==> src/rtl/countdown_timer_16bit.sv <==
// countdown_timer_16bit: loadable 16-bit countdown timer with prescaler, hold and auto-reload
module decrement_16bit (
  input  logic [15:0] a,
  output logic [15:0] deca,
  output logic        ovf
);
  assign {ovf, deca} = {1'b0, a} - 17'd1;
endmodule

module countdown_timer_16bit #(
  parameter int PRESCALE = 1,
  parameter int PS_WIDTH = 8
) (
  input  logic        clk,
  input  logic        rst,
  input  logic        load,
  input  logic [15:0] load_val,
  input  logic        start,
  input  logic        stop,
  input  logic        auto_reload,
  output logic [15:0] count,
  output logic        busy,
  output logic        running,
  output logic        done
);
  typedef enum logic [1:0] {IDLE, RUN, HOLD, DONE} state_t;
  state_t state, state_n;
  logic [15:0] rld, count_n, rld_n, deca;
  logic [PS_WIDTH-1:0] ps, ps_n;
  logic done_n, ovf, tick;
  decrement_16bit u_dec (.a(count), .deca(deca), .ovf(ovf));
  assign tick = (state == RUN) && (ps == PS_WIDTH'(PRESCALE - 1));
  assign busy = (state == RUN) || (state == HOLD);
  assign running = state == RUN;
  always_comb begin
    state_n = state;
    count_n = count;
    rld_n = rld;
    ps_n = ps;
    done_n = 1'b0;
    if (load) begin
      count_n = load_val;
      rld_n = load_val;
      ps_n = '0;
      state_n = IDLE;
    end else begin
      case (state)
        IDLE: if (start) begin
          ps_n = '0;
          state_n = (count != 16'd0) ? RUN : DONE;
          done_n = count == 16'd0;
        end
        RUN: if (stop) begin
          state_n = HOLD;
        end else if (tick) begin
          ps_n = '0;
          if (count > 16'd1) begin
            // ovf only asserts at zero, so this never wraps
            count_n = ovf ? count : deca;
          end else if (count == 16'd1 && auto_reload && rld != 16'd0) begin
            count_n = rld;
            done_n = 1'b1;
          end else begin
            count_n = '0;
            done_n = 1'b1;
            state_n = DONE;
          end
        end else begin
          ps_n = ps + 1'b1;
        end
        HOLD: if (start && !stop) state_n = RUN;
        DONE: if (start) begin
          count_n = rld;
          ps_n = '0;
          state_n = (rld != 16'd0) ? RUN : DONE;
          done_n = rld == 16'd0;
        end
        default: state_n = IDLE;
      endcase
    end
  end
  always_ff @(posedge clk or posedge rst) begin
    if (rst) begin
      state <= IDLE;
      count <= '0;
      rld <= '0;
      ps <= '0;
      done <= 1'b0;
    end else begin
      state <= state_n;
      count <= count_n;
      rld <= rld_n;
      ps <= ps_n;
      done <= done_n;
    end
  end
endmodule

==> config.mk <==
export PLATFORM = sky130hd
export DESIGN_NAME = countdown_timer_16bit
export DESIGN_NICKNAME = d
export VERILOG_FILES = /design/src/rtl/countdown_timer_16bit.sv
export SDC_FILE = /design/constraint.sdc
export NUM_CORES = 1
export LEC_CHECK = 0
export CORE_ASPECT_RATIO = 1.2
export CORE_MARGIN = 8
export CORE_UTILIZATION = 58
export DETAILED_ROUTE_END_ITERATION = 6
export HOLD_SLACK_MARGIN = 0.15
export PLACE_DENSITY_LB_ADDON = 0.25
export SLEW_MARGIN = 10
export SYNTH_ARGS = -nofsm -noshare
export SYNTH_HDL_FRONTEND = slang
export SYNTH_HIERARCHICAL = 1
export SYNTH_SLANG_ARGS = --single-unit
==> constraint.sdc <==
create_clock -name clk -period 5.9 [get_ports clk]
set_input_delay 1.18 -clock clk [delete_from_list [all_inputs] [get_ports clk]]
set_output_delay 1.18 -clock clk [all_outputs]
set_load 0.02 [all_outputs]
==> impl_results.md <==
* Via/cell ratio at 5.98
* Synth async-reset ratio at 100%
* Clock buffer depth at 2
* Status: complete, no violations
* Worst IR Drop VDD at 0.000185 V
* WHS Path Cells at 1
* Hold Crit Class: reg -> reg
* Inserted Clock Buffers at 5
* Initial antenna violation count at 0
* Synth Register Bits at 43
* Post-DR wirelength/cell at 16.9 um
* HPWL reported at the end of detailed placement at 4480 um
* Number of synthesized flops with an enable pin at 0
* Drt first pass iters at 4
* Root Buffer: clkbuf_8
* Fin Setup TNS at 0 ps
* P_sw at around 430 uW
* Num ports at 41
* WP data arrival at 3570 ps
* Clk slew on worst S/H paths at roughly 80 ps
* Via count at ~2200
* Gr ovfl total at 0
* H-tree level count at 2
* Hold buffers post-CTS at 0
* Share of layout cells above drive strength 1 at 14.6%
* FF-to-FF End: count[2]$_DFFE_PP0P_
* CTS tree: done
* Synth area leaders: dfrtp_1 (41%), mux2_2 (7.7%), a221oi_1 (4.3%), nand2_1 (4.3%), nor2_1 (4.0%)
* CTS resizes at 0
* Max Cap Violations at 0
* Total wire length at about 6200 um
* Internal at roughly 650 uW
* Part of the power in registers at 42.4%
* Synthesized area at 2650 um^2
* Critical-path maximum fanout at 21
* Core Footprint at roughly 4500 um^2
* Post-CTS setup buffer count at 0
* Die X-Extent at 77.7 um
* Gr usage total at between 15 and 20%
* Reg2reg setup slack at about 3300 ps
* Final Cycle Share at between 50% and 60%
* Worst Setup Start Kind: input port
* Vias in the first global route at roughly 2300
* Drt initial violations at 137
* Post-synth top flop: dfrtp_1
* Final antenna-violating net count at 0
* Comb pwr share at 40.2%
* Register Area at 1080 um^2
* Yosys warnings at 6
* Synthesis-to-finish area growth at 19.4%
* Clock power frac at 17.4%
* First-pass GRT wire length at 10800 um
* Port Buf Inserts at 40
* TritonCTS Sinks at between 40 and 50
* Leakage power at 0.00129 uW
* Die Y at 90.0 um
* Worst reg2reg path depth at 9
* Dpl cell area at 3080 um^2
* Clock skew at 10.6 ps
* Syn_area_per_cell at 9.84 um^2
* Nets at 337
* Mapped Cells at 269
* Core Rows at 27
* Hold Startpoint: ps[6]$_DFFE_PP0P_
* Final hold viol count at 0
* Initial Utilization at 58.9%
* Min Tclk post-route at 3380 ps
* Die Area at 6990 um^2
* Max Freq at 296 MHz
* Reg-to-Reg Start: count[0]$_DFFE_PP0P_
* Slew headroom at 14.9%
* Dominant cell type by area after synthesis: dfrtp_1
* Syn nets at 298
* Fillers at 376
* Antenna cells at 0
* # setup viols final at 0
* Commonest cells post-synth: dfrtp_1 (43), nand2_1 (30), nor2_1 (28)
* Top-area cell type share of the netlist area at 40.7%
* Count leader, synth: dfrtp_1
* Pin count of the biggest net entering global routing at 44
* Drt drc at 0
* Worst-skew pair later-pin latency at 310 ps
* Synth cell types at 46
* Final Util at 70.3%
* Hold Path End: ps[6]$_DFFE_PP0P_
* Critical path data required time at 6090 ps
* Crit Path Class: in -> reg
* Cell area after layout at 3160 um^2
* RSZ-0062 raised after global routing: no
* Multi-input logic area at 1460 um^2
* Max-slew violation count at 0
* Net Sw Frac at 39.7%
* Total Power at 1080 uW
* Worst Setup End Kind: flip-flop
* Least-Margin Pin Slew at 1270 ps
* Power per Cell Area at 341 nW/um^2
* Register area share after synthesis at 40.7%
* Placer Congestion at 0.858
-- power by group through the flow --
stage | registers (uW) | clock network (uW) | logic [uW]
2_1_floorplan | 487 | 0 | 241
3_3_place_gp | 457 | 0 | 426
3_5_place_dp | 460 | 0 | 435
4_1_cts | 455 | 189 | 436
5_1_grt | 469 | 201 | 471
6_report | 456 | 187 | 433
-- state kept, by name, summed over array words and instances, names as in the netlist --
| register | count |
|---|---|
| ps | 8 |
| rld | 16 |
| count | 16 |
| state | 2 |
| done | 1 |
-- cell type report --
cell class	count	share of cell area, %
multi-input combinational	203	46.3
sequential	43	34.1
timing repair buffer	43	13.4
clock buffer	7	2.42
tap	58	2.30
inverter	12	1.43
clock inverter	1	0.158
-- worst max-delay path by stage --
| stage | from | endpoint | slack [ps] |
|---|---|---|---|
| detailed placement | load | state[1]$_DFFE_PP0P_ | 2220 |
| global placement | load | state[1]$_DFFE_PP0P_ | 2280 |
| floorplan | count[0]$_DFFE_PP0P_ | count[8]$_DFFE_PP0P_ | 3430 |
| finish | load | state[1]$_DFFE_PP0P_ | 2520 |
| global route | load | state[1]$_DFFE_PP0P_ | 2330 |
| CTS | load | state[1]$_DFFE_PP0P_ | 2550 |
-- cells by family (layout without fill, tap and decap cells) --
family,Yosys count,after routing,synth area share (%)
compound gates,59,59,18.1
buf+inv,23,63,4.11
mux,18,18,7.66
xor+xnor,14,14,4.92
flops,43,43,40.7
simple gates,105,105,21.3
fa+ha+maj,7,7,3.31
-- critical path, cell delays in order --
cell,delay (ps)
clkdlybuf4s50_1,990
clkinv_1,720
o311ai_1,300
mux2_2,380
-- per-stage QoR --
stage / instances / setup WS [ps] / hold WS [ps]
after floorplan: 269 / 3430 / 468
after global placement: 359 / 2280 / 505
after detailed placement: 359 / 2220 / 513
after CTS: 367 / 2550 / 525
after global routing: 367 / 2330 / 554
final: 367 / 2520 / 529
-- routing by layer --
layer / part of all wire [%] / track usage [%] / vias to the layer above / wire length [um]
li1: - / - / 1069 / -
met3: 4.2 / 4.78 / 12 / 258
met4: 1.9 / 6.31 / 0 / 118
met1: 44 / 20.6 / 1069 / 2750
met2: 50 / 32.7 / 43 / 3080
met5: 0 / 0 / - / 0
-- layout by cell type (no fill, tap or decap), types with 2 or more instances in the layout --
cell type,n
a211oi_1,2
a21oi_1,3
a221oi_1,13
a221oi_2,3
a311o_1,2
a31oi_1,3
buf_4,3
clkbuf_1,2
clkbuf_8,5
clkdlybuf4s50_1,40
dfrtp_1,43
ha_1,7
inv_1,11
mux2_2,18
nand2_1,30
nand2b_1,5
nand3_1,4
nand4_1,2
nor2_1,28
nor2b_1,4
nor3_1,11
nor4_1,7
nor4_2,3
o21ai_0,8
o31ai_1,14
o31ai_2,4
or2_2,2
xnor2_1,5
xor2_1,8
(Power assumes the default switching activity.)
